## src/rtl/instr_mem_loader_if.sv

```systemverilog
// Byte-stream input and instruction-memory write bus of the program loader.
// The loader takes the slave side; the stream source / memory take master.
interface instr_mem_loader_if;
    logic [7:0]  byte_data;
    logic        byte_valid;
    logic        byte_ready;
    logic        mem_we;
    logic [31:0] mem_addr;
    logic [31:0] mem_data;

    modport slave (
        input  byte_data,
        input  byte_valid,
        output byte_ready,
        output mem_we,
        output mem_addr,
        output mem_data
    );

    modport master (
        output byte_data,
        output byte_valid,
        input  byte_ready,
        input  mem_we,
        input  mem_addr,
        input  mem_data
    );
endinterface

```

## src/rtl/instr_mem_loader.sv

```systemverilog
// Program loader: assembles big-endian 32-bit words from a byte stream and
// writes them to instruction memory at byte addresses 0, 4, 8, ... while
// holding the CPU stalled. All outputs are registered.
module instr_mem_loader #(
    parameter int unsigned WORD_NUM = 1024,
    parameter int unsigned CNT_W    = 11
) (
    input  logic                 clk_i,
    input  logic                 rst_i,
    input  logic                 start_i,
    input  logic [CNT_W-1:0]     len_i,
    instr_mem_loader_if.slave    bus,
    output logic                 cpu_hold_o,
    output logic                 busy_o,
    output logic                 done_o,
    output logic                 err_o
);

    typedef enum logic [1:0] {StIdle, StRecv, StWrite, StDone} state_e;

    state_e             state_q, state_d;
    logic [CNT_W-1:0]   len_q, len_d;
    logic [CNT_W-1:0]   word_idx_q, word_idx_d;
    logic [1:0]         byte_cnt_q, byte_cnt_d;
    logic [23:0]        shift_q, shift_d;
    logic [31:0]        addr_q, addr_d;
    logic [31:0]        data_q, data_d;
    logic               byte_ready_q, byte_ready_d;
    logic               we_q, we_d;
    logic               hold_q, hold_d;
    logic               busy_q, busy_d;
    logic               done_q, done_d;
    logic               err_q, err_d;
    logic               start_ok;
    logic               xfer;

    // Next-state and registered-output decode.
    always_comb begin
        state_d    = state_q;
        len_d      = len_q;
        word_idx_d = word_idx_q;
        byte_cnt_d = byte_cnt_q;
        shift_d    = shift_q;
        addr_d     = addr_q;
        data_d     = data_q;
        err_d      = 1'b0;

        start_ok = (len_i != '0) && (len_i <= CNT_W'(WORD_NUM));
        xfer     = bus.byte_valid && byte_ready_q;

        unique case (state_q)
            StIdle, StDone: begin
                if (start_i) begin
                    if (start_ok) begin
                        len_d      = len_i;
                        word_idx_d = '0;
                        byte_cnt_d = '0;
                        state_d    = StRecv;
                    end else begin
                        err_d = 1'b1;
                    end
                end
            end
            StRecv: begin
                if (xfer) begin
                    shift_d    = {shift_q[15:0], bus.byte_data};
                    byte_cnt_d = byte_cnt_q + 2'd1;
                    if (byte_cnt_q == 2'd3) begin
                        // Fourth byte completes the word; present it with its address.
                        data_d     = {shift_q, bus.byte_data};
                        addr_d     = 32'({word_idx_q, 2'b00});
                        byte_cnt_d = '0;
                        state_d    = StWrite;
                    end
                end
            end
            StWrite: begin
                if (word_idx_q == len_q - CNT_W'(1)) begin
                    state_d = StDone;
                end else begin
                    word_idx_d = word_idx_q + CNT_W'(1);
                    state_d    = StRecv;
                end
            end
        endcase

        byte_ready_d = (state_d == StRecv);
        we_d         = (state_d == StWrite);
        hold_d       = (state_d == StRecv) || (state_d == StWrite);
        busy_d       = hold_d;
        done_d       = (state_d == StDone);
    end

    // State and output registers; async reset clears every output at once.
    always_ff @(posedge clk_i or negedge rst_i) begin
        if (!rst_i) begin
            state_q      <= StIdle;
            len_q        <= '0;
            word_idx_q   <= '0;
            byte_cnt_q   <= '0;
            shift_q      <= '0;
            addr_q       <= '0;
            data_q       <= '0;
            byte_ready_q <= 1'b0;
            we_q         <= 1'b0;
            hold_q       <= 1'b0;
            busy_q       <= 1'b0;
            done_q       <= 1'b0;
            err_q        <= 1'b0;
        end else begin
            state_q      <= state_d;
            len_q        <= len_d;
            word_idx_q   <= word_idx_d;
            byte_cnt_q   <= byte_cnt_d;
            shift_q      <= shift_d;
            addr_q       <= addr_d;
            data_q       <= data_d;
            byte_ready_q <= byte_ready_d;
            we_q         <= we_d;
            hold_q       <= hold_d;
            busy_q       <= busy_d;
            done_q       <= done_d;
            err_q        <= err_d;
        end
    end

    assign bus.byte_ready = byte_ready_q;
    assign bus.mem_we     = we_q;
    assign bus.mem_addr   = addr_q;
    assign bus.mem_data   = data_q;
    assign cpu_hold_o     = hold_q;
    assign busy_o         = busy_q;
    assign done_o         = done_q;
    assign err_o          = err_q;

endmodule

```

## src/flat_wrapper.sv

```systemverilog
// flat-port wrapper written by rule: the top's interface ports become plain ports
module instr_mem_loader_flat 
#(
    parameter int unsigned WORD_NUM = 1024,
    parameter int unsigned CNT_W    = 11
)
  (clk_i, rst_i, start_i, len_i, cpu_hold_o, busy_o, done_o, err_o, bus_byte_data, bus_byte_valid, bus_byte_ready, bus_mem_we, bus_mem_addr, bus_mem_data);
  instr_mem_loader_if bus_i ();
  input  logic clk_i;
  input  logic rst_i;
  input  logic start_i;
  input  logic [CNT_W-1:0] len_i;
  output logic cpu_hold_o;
  output logic busy_o;
  output logic done_o;
  output logic err_o;
  input wire logic [$bits(bus_i.byte_data)-1:0] bus_byte_data;
  input wire logic [$bits(bus_i.byte_valid)-1:0] bus_byte_valid;
  output wire logic [$bits(bus_i.byte_ready)-1:0] bus_byte_ready;
  output wire logic [$bits(bus_i.mem_we)-1:0] bus_mem_we;
  output wire logic [$bits(bus_i.mem_addr)-1:0] bus_mem_addr;
  output wire logic [$bits(bus_i.mem_data)-1:0] bus_mem_data;
  assign bus_i.byte_data = bus_byte_data;
  assign bus_i.byte_valid = bus_byte_valid;
  assign bus_byte_ready = bus_i.byte_ready;
  assign bus_mem_we = bus_i.mem_we;
  assign bus_mem_addr = bus_i.mem_addr;
  assign bus_mem_data = bus_i.mem_data;
  instr_mem_loader #(.WORD_NUM(WORD_NUM), .CNT_W(CNT_W)) u_core (.clk_i(clk_i), .rst_i(rst_i), .start_i(start_i), .len_i(len_i), .bus(bus_i), .cpu_hold_o(cpu_hold_o), .busy_o(busy_o), .done_o(done_o), .err_o(err_o));
endmodule
```

## config.mk

```make
export PLATFORM = sky130hd
export DESIGN_NAME = instr_mem_loader_flat
export DESIGN_NICKNAME = d
export VERILOG_FILES = /design/src/rtl/instr_mem_loader_if.sv /design/src/rtl/instr_mem_loader.sv /design/src/flat_wrapper.sv
export SDC_FILE = /design/constraint.sdc
export NUM_CORES = 1
export LEC_CHECK = 0
export ABC_AREA = 1
export BUFFER_PORTS_ARGS = -buffer_cell sky130_fd_sc_hd__buf_4
export CAP_MARGIN = 25
export CORE_MARGIN = 5
export CORE_UTILIZATION = 45
export CTS_CLUSTER_SIZE = 20
export DETAILED_ROUTE_END_ITERATION = 8
export GPL_TIMING_DRIVEN = 0
export MAX_ROUTING_LAYER = met4
export PLACE_DENSITY = 0.7
export SYNTH_ARGS = -nofsm -noshare
export SYNTH_HDL_FRONTEND = slang
export SYNTH_SLANG_ARGS = --single-unit
```

## constraint.sdc

```tcl
create_clock -name clk_i -period 1.8 [get_ports clk_i]
set_clock_uncertainty 0.05 [all_clocks]
set_input_delay 0.18 -clock clk_i [delete_from_list [all_inputs] [get_ports clk_i]]
set_output_delay 0.18 -clock clk_i [all_outputs]
set_load 0.01 [all_outputs]
```

# Yosys cells after proc, flatten, opt, wreduce, memory -nomap -nowiden
# Index checks and enable logic that the tools add are counted.
word_totals:
  regBits: 98
op_classes:
  addsub: 3
  order_cmp: 1
  eq_ne: 12
  muxes: 18
  n_reduce_logical: 13
op_table:
  columns: ["operator", "count"]
  rows:
  - ["11-bit two-way mux", 3]
  - ["11-bit one-hot mux with 2 select lines", 1]
  - ["2-bit two-way mux", 9]
  - ["11-bit by 1-bit adder with 11-bit output (second input constant)", 1]
  - ["11-bit == test", 1]
  - ["11-bit <= comparator (second input constant)", 1]
  - ["11-bit nonzero test", 1]
  - ["11-bit by 1-bit subtractor with 11-bit output (second input constant)", 1]
  - ["2-bit == test (second input constant)", 5]
  - ["4-bit AND reduction", 2]
  - ["2-bit one-hot mux with 3 select lines", 1]
  - ["3-bit AND reduction", 2]
  - ["2-bit by 1-bit == test with 1-bit output (second input constant)", 2]
  - ["2-bit by 1-bit inequality test with 1-bit output (second input constant)", 2]
  - ["2-bit inequality test (second input constant)", 2]
  - ["2-bit one-hot mux with 2 select lines", 1]
  - ["2-bit nonzero test", 2]
  - ["1-bit two-way mux", 3]
  - ["2-bit by 1-bit adder with 2-bit output (second input constant)", 1]
  - ["1-bit logical AND", 2]
  - ["2-bit logical NOT", 1]
  - ["2-bit AND reduction", 1]
  - ["2-bit OR reduction", 1]
  - ["1-bit logical OR", 1]

# Depth between registers and ports, before layout
# Gate-level depths: netlist (run 1).
depth:
  word_depth: 7
  mapped_depth: 15
  mapped_depth_nobuf: 15

# Least setup slack after synthesis (run 1)
# Ideal clock, no wire load.
synth_path:
  kind: "register to register"
  from: "register u_core.len_q[0]"
  to: "register u_core.byte_ready_q, in the netlist u_core.bus.byte_ready"
  setup_ns: 0.122
  t_arrival_ns: 1.733
  required_time_ns: 1.628
  slack_ns: -0.104
  stages_incl_launch_ff: 15
  path_buffers: 1
  period_less_slack_ns: 1.904
  cell_sequence: "dfrtp_1 > inv_2 > ha_1 > nand2_1 > inv_1 > nor2_1 > nand3_1 > nor2_1 > nand2_1 > nor2_1 > nand3_2 > buf_2 > nand3_1 > nand2_1 > ha_1"
synth_via:
  elab_chain_cells: 5
synth_lines:
  columns: ["element", "line", "rtl"]
  rows:
  - ["start, declared", "instr_mem_loader.sv:22", "logic [CNT_W-1:0] len_q, len_d;"]
  - ["start signal, assigned", "instr_mem_loader.sv:112", "len_q <= len_d;"]
  - ["11-bit by 1-bit subtractor with 11-bit output", "instr_mem_loader.sv:78", "if (word_idx_q == len_q - CNT_W'(1)) begin"]
  - ["11-bit == test", "instr_mem_loader.sv:78", null]
  - ["2-bit two-way mux", "instr_mem_loader.sv:78", null]
  - ["2-bit one-hot mux with 3 select lines", "instr_mem_loader.sv:51", "unique case (state_q)"]
  - ["2-bit by 1-bit == test with 1-bit output", "instr_mem_loader.sv:87", "byte_ready_d = (state_d == StRecv);"]
  - ["net u_core.byte_ready_d", "instr_mem_loader.sv:28", "logic byte_ready_q, byte_ready_d;"]
  - ["end signal, assigned", "instr_mem_loader.sv:118", "byte_ready_q <= byte_ready_d;"]
  - ["end, declared", "instr_mem_loader.sv:28", null]
# The timed path passes the listed nets, and every way through them passes these cells.
# A chain may end at the register's enable or synchronous reset.

# Final worst setup path (run 1)
layout_path:
  from: "register u_core.state_q[1]"
  to: "register u_core.hold_q, in the netlist u_core.cpu_hold_o"
layout_via:
  elab_chain_cells: 5
  word_cells_on_any_way: 13
  classes_between: "eq/ne (5); mux (5); reduce/logical (3)"
layout_lines:
  columns: ["element", "line", "rtl"]
  rows:
  - ["start, declared", "instr_mem_loader.sv:21", "state_e state_q, state_d;"]
  - ["start signal, assigned", "instr_mem_loader.sv:97", "state_q <= StIdle;"]
  - ["start signal, assigned", "instr_mem_loader.sv:111", "state_q <= state_d;"]
  - ["2-bit == test (tied with other cells)", "instr_mem_loader.sv:51", null]
  - ["2-bit OR reduction (tied with other cells)", "instr_mem_loader.sv:51", null]
  - ["2-bit one-hot mux with 3 select lines (*)", "instr_mem_loader.sv:51", null]
  - ["2-bit by 1-bit == test with 1-bit output / 2-bit == test (equally long branches)", "instr_mem_loader.sv:89", "hold_d = (state_d == StRecv) || (state_d == StWrite);"]
  - ["1-bit logical OR (*)", "instr_mem_loader.sv:89", null]
  - ["net u_core.busy_d", "instr_mem_loader.sv:31", "logic busy_q, busy_d;"]
  - ["end signal, assigned", "instr_mem_loader.sv:120", "hold_q <= hold_d;"]
  - ["end, declared", "instr_mem_loader.sv:30", "logic hold_q, hold_d;"]
# The timed path passes the listed nets; every way through them passes the cells marked *.

==> results of run 1 <==
[worst paths after layout]
kind	start	to	slack, ns	cells after the start
max	u_core.state_q[1]	u_core.cpu_hold_o	-0.13	11
min	len_i[3]	u_core.len_q[3]	0.01	3
max reg2reg	u_core.state_q[1]	u_core.cpu_hold_o	-0.13	11
min reg2reg	u_core.shift_q[2]	u_core.shift_q[10]	0.45	2
max in group asynchronous	rst_i	u_core.bus.mem_addr[10]	0.83	3
min in group asynchronous	rst_i	u_core.bus.mem_data[29]	0.21	2
[cells in the final DEF, fill, tap and decap left out, types with 5 or more instances in the layout]
cell type	instances
dfrtp_1	98
a21oi_1	30
nand2_2	8
inv_1	58
buf_6	6
nand2_1	115
clkbuf_8	10
conb_1	21
buf_4	105
xor2_1	10
nand3_1	24
nor2_1	68
mux2_2	5
o21ai_0	58
dlygate4sd3_1	11
[where the power goes]
part           switching, mW  internal [mW]
sequential             0.493           2.99
clock                  0.778          0.551
combinational           1.82           1.49
[routing by layer]
layer	wire length, um	share of wire
met3	437	0.041
met1	4640	0.43
met2	5480	0.51
met4	161	0.015
met5	0	0
[flip-flops by register name (all words and copies together) (netlist names)]
signal / count
u_core.word_idx_q: 11
u_core.shift_q: 24
u_core.byte_cnt_q: 2
u_core.state_q: 2
u_core.cpu_hold_o: 1
u_core.bus.byte_ready: 1
u_core.bus.mem_data: 32
u_core.len_q: 11
u_core.done_o: 1
u_core.bus.mem_addr: 11
u_core.err_o: 1
u_core.bus.mem_we: 1
[cells by family after synthesis]
group	after synthesis	share of synthesized area
adder cells (fa/ha/maj)	8	0.0215
other	1	0.000806
AND/OR/NAND/NOR	238	0.210
flip-flops	98	0.527
multiplexers	5	0.0121
XOR/XNOR	12	0.0226
buffers and inverters	104	0.106
AO/OA/AOI/OAI	92	0.0998
[area by class of cell]
| class | count | area [um^2] |
|---|---|---|
| buffer | 40 | 288 |
| clock buffer | 11 | 141 |
| clock inverter | 4 | 36.3 |
| fill | 936 | 4150 |
| inverter | 64 | 243 |
| multi-input combinational | 376 | 1910 |
| sequential | 98 | 2450 |
| tap | 136 | 170 |
| timing repair buffer | 96 | 792 |
[critical path, cell delays in order, from the launching register on]
cell	delay (ns)
dfrtp_1	0.46
inv_1	0.09
ha_2	0.23
inv_4	0.11
nor2_2	0.07
buf_6	0.15
a21oi_2	0.16
nand2_2	0.08
nand2_2	0.10
nand2_4	0.07
ha_4	0.25
inv_1	0.03
[what timing repair did]
| action | 4_1_cts | 5_1_grt |
|---|---|---|
| pin swaps | 2 | 4 |
| buffers inserted | 9 | 3 |
| endpoints found under the setup margin | 82 | 88 |
| resized for setup | 23 | 24 |
| hold buffers | 11 | 0 |
| hold endpoints to repair | 34 | 0 |
| cloned | 1 | 0 |
==> results.sh, run 1 <==
export IMPL_status="finished with violations"
export IMPL_violations="setup timing"
export IMPL_detail_route_first_pass_iterations=4
export IMPL_irDropWorstVdd_v=0.000638
export IMPL_die_w_um=112
export IMPL_grtUsageMet1=0.223
export IMPL_insertedDiodeCount=0
export IMPL_first_iter_violations=290
export IMPL_rsz0062_at_grt="yes"
export IMPL_yosysMostFrequentCell="nand2_1"
export IMPL_synthTopCellsByCount="124 x nand2_1, 98 x dfrtp_1, 72 x nor2_1"
export IMPL_worstHoldPathType="input pin to register"
export IMPL_stdcell_area_um2=6030
export IMPL_synth_flop_cell="dfrtp_1"
export IMPL_synth_area_um2=4650
export IMPL_slew_violations=0
export IMPL_place_inst=786
export IMPL_final_layout_size_suffix_gt1_frac=0.258
export IMPL_drtAntennaViolNets=0
export IMPL_cts_root_buf="clkbuf_8"
export IMPL_period_share=1.07
export IMPL_crit_path_end_kind="register"
export IMPL_grt_total_usage=0.182
export IMPL_hold_viol=0
export IMPL_area_growth_pct=29.6
export IMPL_hold_ws_ns=0.0100
export IMPL_vias_per_cell=4.70
export IMPL_critPathArrivalTime_ns=2.15
export IMPL_antenna_found_initial=0
export IMPL_portBuffers=71
export IMPL_pwr_density_cell_nw_per_um2=1350
export IMPL_fp_dieH_um=112
export IMPL_yosysTopAreaCell="dfrtp_1"
export IMPL_numCtsBuffers=9
export IMPL_netlist_top_cells_area="dfrtp_1 53%, nand2_1 10%, o21ai_0 6.2%"
export IMPL_die_area_um2=12500
export IMPL_fin_crit_ns=1.93
export IMPL_cap_violations=0
export IMPL_rows=37
export IMPL_start_kind="register"
export IMPL_clkTransAtPathRegs_ns=0.09
export IMPL_final_cells=825
export IMPL_drc=0
export IMPL_num_io_pins=93
export IMPL_worstSetupPathType="register to register"
export IMPL_core_area_um2=10200
export IMPL_synthArstFlopShare=1.00
export IMPL_fmax_mhz=518
export IMPL_gp_congestion=0.872
export IMPL_netlist_instances=558
export IMPL_clock_sinks=98
export IMPL_place_area_um2=5490
export IMPL_gr_max_usage_layer="met2"
export IMPL_netlist_area_leader_share=0.527
export IMPL_yosys_warnings=0
export IMPL_utilization=0.592
export IMPL_h_tree_depth=3
export IMPL_syn_area_per_cell_um2=8.34
export IMPL_setup_violations=15
export IMPL_initial_core_util=0.457
export IMPL_dp_hpwl_um=7770
export IMPL_clock_latency_ns=0.36
export IMPL_grt_pass1_wl_um=18200
export IMPL_grt_max_degree=75
export IMPL_required_ns=2.02
export IMPL_wl_um=10700
export IMPL_setup_tns_ns=-0.849
export IMPL_p_total_mw=8.11
export IMPL_p_leak_nw=3.10
export IMPL_setup_slack_ns=-0.129
export IMPL_wl_per_cell_um=13.0
export IMPL_grt_met2_usage=0.312
export IMPL_final_nets=716
export IMPL_overflow=0
export IMPL_grt_pass1_vias=3828
export IMPL_synthDistinctLibCells=29
export IMPL_cts_buffer_depth=2
export IMPL_dp_slack_ns=-0.320
export IMPL_synth_seq_cells=98
export IMPL_gr_usage_met3=0.0277
export IMPL_cts_tree="yes"
export IMPL_cp_max_fo=10
export IMPL_vias=3881
export IMPL_ys_seq_area_frac=0.527
export IMPL_synth_edf_count=0
No activity file was read; power rests on OpenSTA's default activity.
==> run 2: changes to the inputs <==
--- a/config.mk
+++ b/config.mk
@@ -5,7 +5,6 @@
 export SDC_FILE = /design/constraint.sdc
 export NUM_CORES = 1
 export LEC_CHECK = 0
-export ABC_AREA = 1
 export BUFFER_PORTS_ARGS = -buffer_cell sky130_fd_sc_hd__buf_4
 export CAP_MARGIN = 25
 export CORE_MARGIN = 5
==> run 2 against run 1 <==
The run still ends with setup timing left. Sequential share of layout area rose by 0.066 points. Non-clock buffer count rose by 10. Maximum frequency fell by 21%. Combinational power fell by 28%. Cell area barely moved. Global-route usage fell by 0.48 points.
==> results.sh, run 2 <==
export IMPL_status="finished with violations"
export IMPL_violations="setup timing"
export IMPL_final_nets=577
export IMPL_numCtsBuffers=9
export IMPL_ys_seq_area_frac=0.543
export IMPL_clock_sinks=98
export IMPL_synth_edf_count=0
export IMPL_detail_route_first_pass_iterations=4
export IMPL_synthDistinctLibCells=38
export IMPL_worstHoldPathType="input pin to register"
export IMPL_netlist_instances=409
export IMPL_antenna_found_initial=0
export IMPL_rows=36
export IMPL_p_leak_nw=3.07
export IMPL_setup_violations=59
export IMPL_clkTransAtPathRegs_ns=0.11
export IMPL_period_share=1.36
export IMPL_grt_total_usage=0.178
export IMPL_crit_path_end_kind="register"
export IMPL_drc=0
export IMPL_synth_seq_cells=98
export IMPL_die_area_um2=12100
export IMPL_grt_pass1_vias=3410
export IMPL_synthTopCellsByCount="98 x dfrtp_1, 80 x nand2_1, 51 x mux2_2"
export IMPL_fp_dieH_um=110
export IMPL_cap_violations=0
export IMPL_area_growth_pct=33.6
export IMPL_pwr_density_cell_nw_per_um2=1160
export IMPL_portBuffers=71
export IMPL_critPathArrivalTime_ns=2.67
export IMPL_wl_per_cell_um=14.7
export IMPL_start_kind="register"
export IMPL_min_delay_start="len_i[5]"
export IMPL_worstSetupPathType="register to register"
export IMPL_cts_buffer_depth=2
export IMPL_cts_root_buf="clkbuf_8"
export IMPL_required_ns=2.02
export IMPL_yosysMostFrequentCell="dfrtp_1"
export IMPL_irDropWorstVdd_v=0.000629
export IMPL_hold_ws_ns=0.0134
export IMPL_overflow=0
export IMPL_gp_congestion=0.832
export IMPL_yosysTopAreaCell="dfrtp_1"
export IMPL_netlist_area_leader_share=0.543
export IMPL_fmax_mhz=408
export IMPL_syn_area_per_cell_um2=11.0
export IMPL_final_layout_size_suffix_gt1_frac=0.408
export IMPL_hold_viol=0
export IMPL_drtAntennaViolNets=0
export IMPL_cts_tree="yes"
export IMPL_cp_max_fo=3
export IMPL_num_io_pins=93
export IMPL_r2r_start="u_core.len_q[7]"
export IMPL_fin_crit_ns=2.45
export IMPL_insertedDiodeCount=0
export IMPL_final_cell_mix="110 x buf_4, 94 x dfrtp_1, 79 x nand2_1"
export IMPL_wl_um=10100
export IMPL_rsz0062_at_grt="yes"
export IMPL_netlist_top_cells_area="dfrtp_1 54%, mux2_2 13%, nand2_1 6.7%"
export IMPL_vias_per_cell=4.94
export IMPL_first_iter_violations=134
export IMPL_place_area_um2=5370
export IMPL_initial_core_util=0.462
export IMPL_largest_reg_flops=32
export IMPL_grt_max_degree=52
export IMPL_yosys_warnings=0
export IMPL_vias=3380
export IMPL_slew_violations=0
export IMPL_synth_flop_cell="dfrtp_1"
export IMPL_stdcell_area_um2=6030
export IMPL_dp_hpwl_um=6950
export IMPL_fillers=790
export IMPL_core_area_um2=9770
export IMPL_die_w_um=110
export IMPL_synth_area_um2=4510
export IMPL_clock_latency_ns=0.37
export IMPL_tightest_slew_ns=0.649
export IMPL_grt_pass1_wl_um=16500
export IMPL_layout_commonest_cell="buf_4"
export IMPL_startpoint="u_core.len_q[7]"
export IMPL_h_tree_depth=3
export IMPL_setup_slack_ns=-0.653
export IMPL_slew_headroom=0.568
export IMPL_synthArstFlopShare=1.00
[run 2: cell count changes after synthesis, sizes merged, moves of 5 or more]
cell | previous run | this run
a21oi | 32 | 5
and3 | 0 | 9
buf | 35 | 25
clkbuf | 5 | 15
inv | 63 | 8
mux2 | 5 | 51
nand2 | 125 | 80
nand3 | 29 | 6
nand3b | 0 | 17
nor2 | 73 | 8
o211ai | 0 | 10
o21ai | 59 | 23
xnor2 | 2 | 7
[run 2: power by group]
| group | switching [mW] | internal, mW | total [mW] |
|---|---|---|---|
| clock network | 0.878 | 0.556 | 1.43 |
| registers | 0.414 | 2.78 | 3.19 |
| logic | 1.14 | 1.24 | 2.38 |
| total | 2.44 | 4.57 | 7.01 |
[run 2: stage by stage]
stage	worst slack [ns]	setup TNS (ns)	total power, mW	instances	util
after floorplan	-0.624	-10.01	4.52	429	-
after global placement	-0.789	-26.78	5.15	633	0.547
after detailed placement	-0.874	-28.81	5.26	634	0.550
after CTS	-0.648	-19.41	6.99	681	0.612
after global routing	-0.781	-26.49	7.48	684	0.617
final	-0.653	-20.19	7.01	684	0.617
[run 2: final cells by class]
cell class	instances	area [um^2]	share of cell area
Sequential cell	98	2460	0.407
Multi-Input combinational cell	283	1990	0.330
Timing Repair Buffer	108	881	0.146
Buffer	38	310	0.0514
Tap cell	133	166	0.0276
Clock buffer	9	124	0.0205
Clock inverter	7	76.3	0.0127
Inverter	8	30.0	0.00498
[run 2: final timing paths]
path | slack (ns) | end | cells after the start
max in group asynchronous | 0.70 | u_core.len_q[7] | 3
min in group asynchronous | 0.32 | u_core.bus.mem_data[27] | 2
hold / removal | 0.01 | u_core.len_q[5] | 2
setup / recovery | -0.65 | u_core.bus.byte_ready | 9
hold reg to reg | 0.43 | u_core.shift_q[21] | 2
setup reg to reg | -0.65 | u_core.bus.byte_ready | 9
[run 2: worst max-delay path, stage by stage (launching register included)]
cell and delay, ns:
dfrtp_2 0.41, or4_4 0.54, nor2_2 0.13, xnor2_1 0.08, o41ai_1 0.32, and4_4 0.32
a221oi_4 0.05, buf_4 0.15, o21a_1 0.16, ha_2 0.16
[run 2: cell families (layout without fill, tap and decap cells)]
family                     Yosys count  in the layout  synth area share
DFF                                 98             98             0.543
xor gates and xnor gates            13             13            0.0252
and+or+nand+nor                    139            139             0.149
buffers and inverters               48            170            0.0610
other                                1             21          0.000831
adders and majority gates            8              8            0.0222
muxes                               52             52             0.129
AOI/OAI and AO/OA                   50             50            0.0687
[run 2: per-layer routing]
metal	wire, um	global-route usage
met4	146	0.0580
met2	5230	0.298
met3	392	0.0291
met1	4320	0.220
met5	0	-
[run 2: timing repair]
| action | CTS | global route |
|---|---|---|
| gates cloned | 0 | 1 |
| endpoints found under the hold margin | 72 | 0 |
| setup endpoints to repair | 86 | 86 |
| gates resized for setup | 39 | 26 |
| pin swaps | 14 | 12 |
| hold buffers | 17 | 0 |
| buffers inserted | 15 | 3 |
